===== src/rtl/hud_pkg.sv =====
// Shared encodings, colours and slot geometry helper for the lives HUD.
package hud_pkg;

    localparam int unsigned COORD_W = 10;
    localparam int unsigned SLOT_W  = 11;

    localparam logic [1:0] ST_PLAY     = 2'd0;
    localparam logic [1:0] ST_INVULN   = 2'd1;
    localparam logic [1:0] ST_GAMEOVER = 2'd2;

    localparam logic [2:0] RGB_BLACK = 3'b000;
    localparam logic [2:0] RGB_RED   = 3'b100;

    // Left x of icon slot idx; widened so slots past the screen edge never wrap.
    function automatic logic [SLOT_W-1:0] slot_x0(
        input int unsigned idx,
        input int unsigned x0,
        input int unsigned w,
        input int unsigned gap
    );
        return SLOT_W'(x0 + idx * (w + gap));
    endfunction

endpackage


===== src/rtl/vidas_icon_row.sv =====
// Combinational slot decoder: flags which life-icon slot, if any, covers the current pixel.
module vidas_icon_row
    import hud_pkg::*;
#(
    parameter int unsigned MAX_LIVES = 7,
    parameter int unsigned ICON_X0   = 16,
    parameter int unsigned ICON_Y0   = 16,
    parameter int unsigned ICON_W    = 16,
    parameter int unsigned ICON_H    = 16,
    parameter int unsigned ICON_GAP  = 8
) (
    input  logic [COORD_W-1:0]   pix_x,
    input  logic [COORD_W-1:0]   pix_y,
    output logic [MAX_LIVES-1:0] slot_hit
);

    localparam logic [SLOT_W-1:0] Y_LO = SLOT_W'(ICON_Y0);
    localparam logic [SLOT_W-1:0] Y_HI = SLOT_W'(ICON_Y0 + ICON_H);

    logic [SLOT_W-1:0] w_x;
    logic [SLOT_W-1:0] w_y;
    logic              w_y_in;

    assign w_x    = SLOT_W'(pix_x);
    assign w_y    = SLOT_W'(pix_y);
    assign w_y_in = (w_y >= Y_LO) && (w_y < Y_HI);

    for (genvar gi = 0; gi < MAX_LIVES; gi++) begin : g_slot
        localparam logic [SLOT_W-1:0] X_LO = slot_x0(gi, ICON_X0, ICON_W, ICON_GAP);
        localparam logic [SLOT_W-1:0] X_HI = X_LO + SLOT_W'(ICON_W);
        assign slot_hit[gi] = w_y_in && (w_x >= X_LO) && (w_x < X_HI);
    end

endmodule


===== src/rtl/vidas_hud_ctrl.sv =====
// Lives manager (hit / bonus / invulnerability / game over) and HUD icon renderer
// feeding pixel_mux with a 1-clk registered colour.
module vidas_hud_ctrl
    import hud_pkg::*;
#(
    parameter int unsigned MAX_LIVES     = 7,
    parameter int unsigned START_LIVES   = 3,
    parameter int unsigned INVULN_FRAMES = 60,
    parameter int unsigned BLINK_BIT     = 3,
    parameter int unsigned ICON_X0       = 16,
    parameter int unsigned ICON_Y0       = 16,
    parameter int unsigned ICON_W        = 16,
    parameter int unsigned ICON_H        = 16,
    parameter int unsigned ICON_GAP      = 8,
    parameter logic [2:0]  ICON_RGB      = RGB_RED
) (
    input  logic               clk,
    input  logic               reset,
    input  logic               hit,
    input  logic               extra_life,
    input  logic               restart,
    input  logic               frame_tick,
    input  logic               video_on,
    input  logic [COORD_W-1:0] pix_x,
    input  logic [COORD_W-1:0] pix_y,
    output logic [3:0]         lives,
    output logic               invuln,
    output logic               game_over,
    output logic [2:0]         vidas_rgb,
    output logic               vidas_on
);

    localparam int unsigned BLINK_W = BLINK_BIT + 1;
    localparam int unsigned TIMER_W = 8;

    logic [1:0]           r_state,  w_state_nxt;
    logic [3:0]           r_lives,  w_lives_nxt;
    logic [3:0]           w_lives_inc;
    logic [TIMER_W-1:0]   r_timer,  w_timer_nxt;
    logic [BLINK_W-1:0]   r_blink,  w_blink_nxt;
    logic                 r_hit_d;
    logic                 w_hit_rise;

    logic [MAX_LIVES-1:0] w_slot_hit;
    logic [MAX_LIVES-1:0] w_life_mask;
    logic                 w_blank;
    logic                 w_icon_lit;
    logic                 w_mask_lit;
    logic                 r_vidas_on;
    logic [2:0]           r_vidas_rgb;

    assign w_hit_rise  = hit & ~r_hit_d;
    assign w_lives_inc = (r_lives >= 4'(MAX_LIVES)) ? r_lives : r_lives + 4'd1;

    // State and counters register
    always_ff @(posedge clk or posedge reset) begin
        if (reset) begin
            r_state <= ST_PLAY;
            r_lives <= 4'(START_LIVES);
            r_timer <= '0;
            r_blink <= '0;
            r_hit_d <= 1'b0;
        end else begin
            r_state <= w_state_nxt;
            r_lives <= w_lives_nxt;
            r_timer <= w_timer_nxt;
            r_blink <= w_blink_nxt;
            r_hit_d <= hit;
        end
    end

    // Next state: restart overrides everything; a same-cycle hit+bonus is never fatal
    always_comb begin
        w_state_nxt = r_state;
        w_lives_nxt = r_lives;
        w_timer_nxt = r_timer;
        w_blink_nxt = r_blink + BLINK_W'(frame_tick);

        if (restart) begin
            w_state_nxt = ST_PLAY;
            w_lives_nxt = 4'(START_LIVES);
            w_timer_nxt = '0;
        end else begin
            case (r_state)
                ST_PLAY: begin
                    if (w_hit_rise && (extra_life || r_lives > 4'd1)) begin
                        w_state_nxt = ST_INVULN;
                        w_timer_nxt = TIMER_W'(INVULN_FRAMES);
                        w_blink_nxt = '0;
                        if (!extra_life) begin
                            w_lives_nxt = r_lives - 4'd1;
                        end
                    end else if (w_hit_rise) begin
                        w_state_nxt = ST_GAMEOVER;
                        w_lives_nxt = 4'd0;
                    end else if (extra_life) begin
                        w_lives_nxt = w_lives_inc;
                    end
                end
                ST_INVULN: begin
                    if (extra_life) begin
                        w_lives_nxt = w_lives_inc;
                    end
                    if (r_timer == '0) begin
                        w_state_nxt = ST_PLAY;
                    end else if (frame_tick) begin
                        w_timer_nxt = r_timer - TIMER_W'(1);
                    end
                end
                ST_GAMEOVER: begin
                    w_lives_nxt = 4'd0;
                end
                default: begin
                    w_state_nxt = ST_PLAY;
                end
            endcase
        end
    end

    assign lives     = r_lives;
    assign invuln    = (r_state == ST_INVULN);
    assign game_over = (r_state == ST_GAMEOVER);

    vidas_icon_row #(
        .MAX_LIVES (MAX_LIVES),
        .ICON_X0   (ICON_X0),
        .ICON_Y0   (ICON_Y0),
        .ICON_W    (ICON_W),
        .ICON_H    (ICON_H),
        .ICON_GAP  (ICON_GAP)
    ) u_icon_row (
        .pix_x    (pix_x),
        .pix_y    (pix_y),
        .slot_hit (w_slot_hit)
    );

    for (genvar gi = 0; gi < MAX_LIVES; gi++) begin : g_life
        assign w_life_mask[gi] = (4'(gi) < r_lives);
    end

    assign w_blank    = (r_state == ST_INVULN) && r_blink[BLINK_BIT];
    assign w_icon_lit = video_on && (|(w_slot_hit & w_life_mask)) && !w_blank
                        && (r_state != ST_GAMEOVER);
    assign w_mask_lit = video_on && (|w_slot_hit) && (r_state == ST_GAMEOVER);

    // Colour register: one clk behind pix_x/pix_y, matched by vga_sync
    always_ff @(posedge clk or posedge reset) begin
        if (reset) begin
            r_vidas_on  <= 1'b0;
            r_vidas_rgb <= RGB_BLACK;
        end else begin
            r_vidas_on  <= w_icon_lit || w_mask_lit;
            r_vidas_rgb <= w_icon_lit ? ICON_RGB : RGB_BLACK;
        end
    end

    assign vidas_on  = r_vidas_on;
    assign vidas_rgb = r_vidas_rgb;

endmodule


===== config.mk =====
export PLATFORM = sky130hd
export DESIGN_NAME = vidas_hud_ctrl
export DESIGN_NICKNAME = d
export VERILOG_FILES = /design/src/rtl/hud_pkg.sv /design/src/rtl/vidas_icon_row.sv /design/src/rtl/vidas_hud_ctrl.sv
export SDC_FILE = /design/constraint.sdc
export NUM_CORES = 1
export LEC_CHECK = 0
export BUFFER_PORTS_ARGS = -buffer_cell sky130_fd_sc_hd__buf_2
export CAP_MARGIN = 5
export CORE_MARGIN = 4
export CORE_UTILIZATION = 54
export DETAILED_ROUTE_END_ITERATION = 8
export HOLD_SLACK_MARGIN = 0.12
export PLACE_DENSITY = 0.8
export SETUP_SLACK_MARGIN = 0.02
export SYNTH_ARGS = -nofsm -noshare
export SYNTH_HDL_FRONTEND = slang
export SYNTH_SLANG_ARGS = --single-unit

===== constraint.sdc =====
create_clock -name clk -period 2.6 [get_ports clk]
set_input_delay 0.52 -clock clk [delete_from_list [all_inputs] [get_ports clk]]
set_output_delay 0.52 -clock clk [all_outputs]
set_load 0.02 [all_outputs]

==> flow_summary.json, run 1 <==
{
  "setup_ws_ps": 414,
  "initial_core_util": 0.581,
  "tns_ps": 0,
  "synthSimpleGateAreaFrac": 0.224,
  "cts_buffers": 3,
  "drcViolationCount": 0,
  "synth_compound_area_frac": 0.253,
  "worst-endpoint-arrival_ps": 2390,
  "root_buffer": "clkbuf_4",
  "synth_mux_area_frac": 0.0327,
  "num_antenna_cells": 0,
  "criticalPathCategory": "reg -> reg",
  "synth_seq_cells": 21,
  "drt-initial-drc-count": 88,
  "async_flop_share": 1.00,
  "drive_gt1_frac": 0.204,
  "die_area_sq_um": 3990,
  "maxSlewViolCount": 0,
  "tightestPinTransition_ps": 820,
  "finalSetupViolCount": 0,
  "antenna_found_initial": 0,
  "rows": 19,
  "via_per_inst": 6.23,
  "dp_slack_ps": 448,
  "synthCells": 189,
  "syn_area_sq_um": 1640,
  "clkSinkCount": 21,
  "synth_flop_cell": "dfrtp_1",
  "rsz0062_at_grt": "false",
  "die_w_um": 63.2,
  "status": "finished, final reports clean",
  "p_switching_mw": 0.730,
  "gp_congestion": 0.899,
  "pwr-share-clk": 0.100,
  "vias": 1508,
  "holdWs_ps": 333,
  "cp-end-kind": "flop",
  "p_sw_frac": 0.458,
  "grt_max_degree": 22,
  "maxCapViolCount": 0,
  "startpoint_type": "flop",
  "post-route-period-util": 0.841,
  "slew_headroom": 0.453,
  "port_buffers": 27,
  "grt_pass1_wl_mm": 6.44,
  "synthAdderAreaFrac": 0.0837,
  "core_area_sq_um": 2830,
  "hold_buffers": 0,
  "grt-ovfl-total": 0,
  "finalCriticalPeriod_ps": 2190,
  "fmax_mhz": 458,
  "final_cell_mix": "27 x buf_2, 19 x dfrtp_1, 15 x a21oi_1, 12 x nor2_1, 12 x nand2_1",
  "cts_tree": "built",
  "synth_xor_area_frac": 0.0266,
  "cts_setup_buffers": 0,
  "hpwl_mm": 2.76,
  "hold_class": "in -> reg",
  "clk_latency_ps": 310,
  "ios": 37,
  "postRouteAntennaNets": 0,
  "internal_power_mw": 0.865,
  "yosysUniqueCellTypes": 57,
  "clk_pin_slew_ps": 120,
  "seq_area_frac_synth": 0.321,
  "yosys_warnings": 0,
  "synth_edf_count": 0,
  "die_h_um": 63.2,
  "drt-pass1-iter-count": 4,
  "synth.avg_cell_area_sq_um": 8.70,
  "cts.repair.resized": 0,
  "worstPathMaxFanout": 10,
  "h-tree-depth": 1,
  "post_drt_wl_per_cell_um": 15.0,
  "required_ps": 2810,
  "routed_wl_mm": 3.63,
  "p_per_area_nw_per_um2": 880,
  "synth_top_family_by_area": "compound AO/OA/AOI/OAI gates",
  "p_leak_nw": 0.796,
  "finClkSkew_ps": 8.12,
  "ir_drop_mv": 0.468,
  "clock_path_buffers": 2,
  "finalHoldViolations": 0,
  "combPwrFrac": 0.545,
  "pwr-share-seq": 0.355,
  "final_common_cell": "buf_2",
  "nets": 250,
  "track_usage": 0.190,
  "areaGrowthSynthToFinish_pct": 10.4,
  "first_global_vias": 1514
}
-- synthesized netlist by cell type, types with 2 or more instances --
| cell | n | area, sq um |
|---|---|---|
| a31oi_1 | 2 | 12.5 |
| dfrtp_1 | 19 | 475 |
| dfstp_2 | 2 | 52.6 |
| a31o_1 | 3 | 26.3 |
| a21oi_1 | 15 | 75.1 |
| xor2_1 | 2 | 17.5 |
| nor2b_1 | 3 | 18.8 |
| xnor2_1 | 3 | 26.3 |
| ha_1 | 11 | 138 |
| buf_4 | 2 | 15.0 |
| nand2_1 | 12 | 45.0 |
| nand3_1 | 6 | 30.0 |
| o21ai_0 | 7 | 35.0 |
| o21bai_1 | 2 | 15.0 |
| nor4b_1 | 2 | 17.5 |
| mux2i_1 | 2 | 20.0 |
| nand2b_1 | 7 | 43.8 |
| mux2_1 | 2 | 22.5 |
| clkbuf_1 | 11 | 41.3 |
| o21ai_1 | 4 | 20.0 |
| nor4_1 | 3 | 18.8 |
| a311oi_1 | 3 | 26.3 |
| nor2_1 | 12 | 45.0 |
| nor3_1 | 10 | 50.1 |
| and2_1 | 3 | 18.8 |
| inv_1 | 10 | 37.5 |
-- layout make-up --
| type | instances | area, sq um |
|---|---|---|
| Clock buffer | 4 | 26.3 |
| Timing Repair Buffer | 30 | 158 |
| Multi-Input combinational cell | 146 | 1030 |
| Sequential cell | 21 | 528 |
| Inverter | 10 | 37.5 |
| Tap cell | 31 | 38.8 |
| Fill cell | 243 | 1010 |
-- critical path, cell delays in order, from the launching register on --
cell and delay (ps):
dfstp_2 620, inv_1 90, ha_1 250, nor2_1 180
nor4_1 110, a221oi_2 280, buf_4 210, a21oi_1 70
a311oi_1 260
-- metal layers --
metal,global-route usage,part of all wire,up-vias
li1,-,-,744
met5,0,0,-
met4,0.0512,0.0088,0
met1,0.236,0.43,716
met3,0.0213,0.049,6
met2,0.347,0.51,42
-- cell families (layout without fill, tap and decap cells) --
family	after synthesis	count (layout)
and+or+nand+nor	67	67
muxes	5	5
adders and majority gates	11	11
other	1	2
buffers and inverters	23	44
xor gates and xnor gates	5	5
AOI/OAI and AO/OA	56	56
DFF	21	21
-- through the flow --
stage          total power, mW  utilization  cells  cell area, sq um
6_report                  1.60        0.641    242              1810
5_1_grt                   1.73        0.641    242              1810
4_1_cts                   1.60        0.641    242              1810
3_5_place_dp              1.44        0.632    238              1790
3_3_place_gp              1.39        0.632    238              1790
2_1_floorplan             1.21            -    190              1650
-- power groups by stage --
stage	Clock [mW]	Combinational, mW	Sequential [mW]
after global routing	0.179	0.970	0.586
after global placement	0	0.830	0.561
after detailed placement	0	0.866	0.570
after CTS	0.165	0.870	0.563
after floorplan	0	0.659	0.549
final	0.159	0.870	0.567
-- registers in the layout (all words and copies together) (netlist names) --
name and flops:
lives 4, r_blink 4, r_hit_d 1, r_state 2, r_timer 8, vidas_on 1
vidas_rgb 1
-- final timing paths --
path | slack (ps) | from | depth (start not counted) | endpoint
max | 410 | lives[0] | 8 | r_timer[3]
min | 330 | hit | 1 | r_hit_d
max reg2reg | 410 | lives[0] | 8 | r_timer[3]
min reg2reg | 560 | r_timer[7] | 1 | r_timer[7]
max in group asynchronous | 1740 | reset | 2 | r_blink[2]
min in group asynchronous | 350 | reset | 2 | r_timer[7]
No activity file was read; power rests on OpenSTA's default activity.
==> inputs of run 2 (changes only) <==
==> constraint.sdc (replaced) <==
create_clock -name clk -period 2.13 [get_ports clk]
set_input_delay 0.426 -clock clk [delete_from_list [all_inputs] [get_ports clk]]
set_output_delay 0.426 -clock clk [all_outputs]
set_load 0.02 [all_outputs]
==> run 2 against run 1 <==
  * Count of clock-buffer cells in the layout down 1
  * Via count rose by 6.7%
  * First-iteration DRC count up 25%
  * Final area up 9.8%
  * Cell count increased by 5.0%
==> flow_summary.json, run 2 (synthesized netlist as in run 1, its figures left out) <==
{
  "utilization": 0.704,
  "via_per_inst": 6.33,
  "combPwrFrac": 0.618,
  "initial_core_util": 0.581,
  "total_power_mw": 2.26,
  "track_usage": 0.201,
  "p_per_area_nw_per_um2": 1140,
  "maxSlewViolCount": 0,
  "rows": 19,
  "criticalPathCategory": "reg -> reg",
  "hpwl_mm": 2.97,
  "multi_input_area_sq_um": 1100,
  "cts_buffers": 3,
  "root_buffer": "clkbuf_4",
  "die_area_sq_um": 3990,
  "postRouteAntennaNets": 0,
  "ff_latch_area_sq_um": 528,
  "finClkSkew_ps": 5.90,
  "post_drt_wl_per_cell_um": 16.4,
  "port_buffers": 27,
  "final_cell_area_sq_um": 1990,
  "status": "finished, final reports clean",
  "min_path_cells": 1,
  "setup_ws_ps": 59.9,
  "post-route-period-util": 0.972,
  "pwr-share-seq": 0.293,
  "placed_area_sq_um": 1840,
  "gp_congestion": 0.908,
  "antenna_found_initial": 0,
  "top_register": "r_timer",
  "holdPathEnd": "r_hit_d",
  "hold_class": "in -> reg",
  "maxCapViolCount": 0,
  "grt_max_degree": 22,
  "worst_r2r_endpoint": "r_timer[4]",
  "nets": 262,
  "final_common_cell": "buf_2",
  "p_sw_frac": 0.462,
  "drive_gt1_frac": 0.283,
  "grt-ovfl-total": 0,
  "pwr-share-clk": 0.090,
  "slew_headroom": 0.474,
  "num_antenna_cells": 0,
  "h-tree-depth": 1,
  "largest_reg_flops": 8,
  "worstPathMaxFanout": 5,
  "clk_pin_slew_ps": 130,
  "startpoint_type": "flop",
  "first_global_vias": 1601,
  "drt-initial-drc-count": 110,
  "die_h_um": 63.2,
  "holdWs_ps": 230,
  "areaGrowthSynthToFinish_pct": 21.2,
  "clk_latency_ps": 310,
  "required_ps": 2350,
  "crit-reg2reg-launch": "lives[0]",
  "worst_r2r_path_depth": 9,
  "ios": 37,
  "ir_drop_mv": 0.547,
  "rrSetupSlack_ps": 60,
  "rsz0062_at_grt": "true",
  "finalCriticalPeriod_ps": 2070,
  "cp-end-kind": "flop",
  "hp-start": "hit",
  "p_switching_mw": 1.05,
  "tightestPinTransition_ps": 788,
  "dp_slack_ps": 17.0,
  "p_leak_nw": 0.862,
  "cts_tree": "built",
  "finalSetupViolCount": 0,
  "internal_power_mw": 1.22,
  "finalHoldViolations": 0,
  "drt-pass1-iter-count": 5,
  "die_w_um": 63.2,
  "clock_path_buffers": 2,
  "hold_buffers": 0,
  "clkSinkCount": 21,
  "drcViolationCount": 0,
  "vias": 1609,
  "fmax_mhz": 483,
  "core_area_sq_um": 2830,
  "worst-endpoint-arrival_ps": 2290,
  "final_cell_mix": "27 x buf_2, 19 x dfrtp_1, 15 x a21oi_1, 13 x buf_4, 12 x nand2_1",
  "fill_cells": 226,
  "routed_wl_mm": 4.18,
  "grt_pass1_wl_mm": 6.60
}
run 2: cell types whose count changed in the layout (fill, tap and decap cells not counted), sizes merged:
| cell | delta |
|---|---|
| buf | +12 |
| clkbuf | -1 |
| clkinv | +1 |
run 2: power groups by stage:
stage	clock network, mW	logic (mW)	registers [mW]
finish	0.203	1.40	0.663
global route	0.223	1.53	0.679
CTS	0.205	1.18	0.645
global placement	0	1.12	0.647
detailed placement	0	1.16	0.658
floorplan	0	0.814	0.673
run 2: metal layers:
| metal | routed length, um | part of all wire | vias up | GRT usage |
|---|---|---|---|---|
| li1 | - | - | 770 | - |
| met1 | 1730 | 0.41 | 768 | 0.219 |
| met2 | 2170 | 0.52 | 57 | 0.370 |
| met3 | 170 | 0.041 | 14 | 0.0284 |
| met4 | 106 | 0.025 | 0 | 0.111 |
| met5 | 0 | 0 | - | 0 |
run 2: through the flow:
step	setup TNS (ps)	cells
after floorplan	0	190
after global placement	0	244
after global routing	-136	254
final	0	254
after CTS	0	249
after detailed placement	0	244
run 2: area by class of cell:
type / count / share of cell area
multi-input cells: 146 / 0.553
flip-flops and latches: 21 / 0.265
repair buffers: 42 / 0.128
inverters: 10 / 0.0201
well taps: 31 / 0.0195
clock buffers: 3 / 0.0113
clock inverters: 1 / 0.00251
run 2: what timing repair did:
| action | CTS | global route |
|---|---|---|
| buffers inserted | 1 | 5 |
| resized for setup | 0 | 14 |
| pin swaps | 0 | 4 |
| gates cloned | 0 | 1 |
| endpoints found under the setup margin | 5 | 10 |
| endpoints found under the hold margin | 0 | 0 |
run 2: how the worst max path moves through the flow:
stage          slack [ps]    endpoint      from  cells after the start
6_report               60  r_timer[4]  lives[0]                      9
5_1_grt               -50  r_timer[4]  lives[0]                      9
4_1_cts                10  r_timer[4]  lives[0]                      9
3_5_place_dp           20  r_timer[4]  lives[0]                      9
3_3_place_gp           70  r_timer[7]  lives[0]                      9
2_1_floorplan          20  r_timer[7]  lives[1]                      7
run 2: worst max-delay path, cell delays in order, from the launching register on:
cell	delay [ps]
dfstp_2	590
buf_4	130
inv_4	40
ha_4	170
nor2_4	160
nor4_4	70
a221oi_4	340
buf_6	160
a21oi_1	60
a311oi_1	250
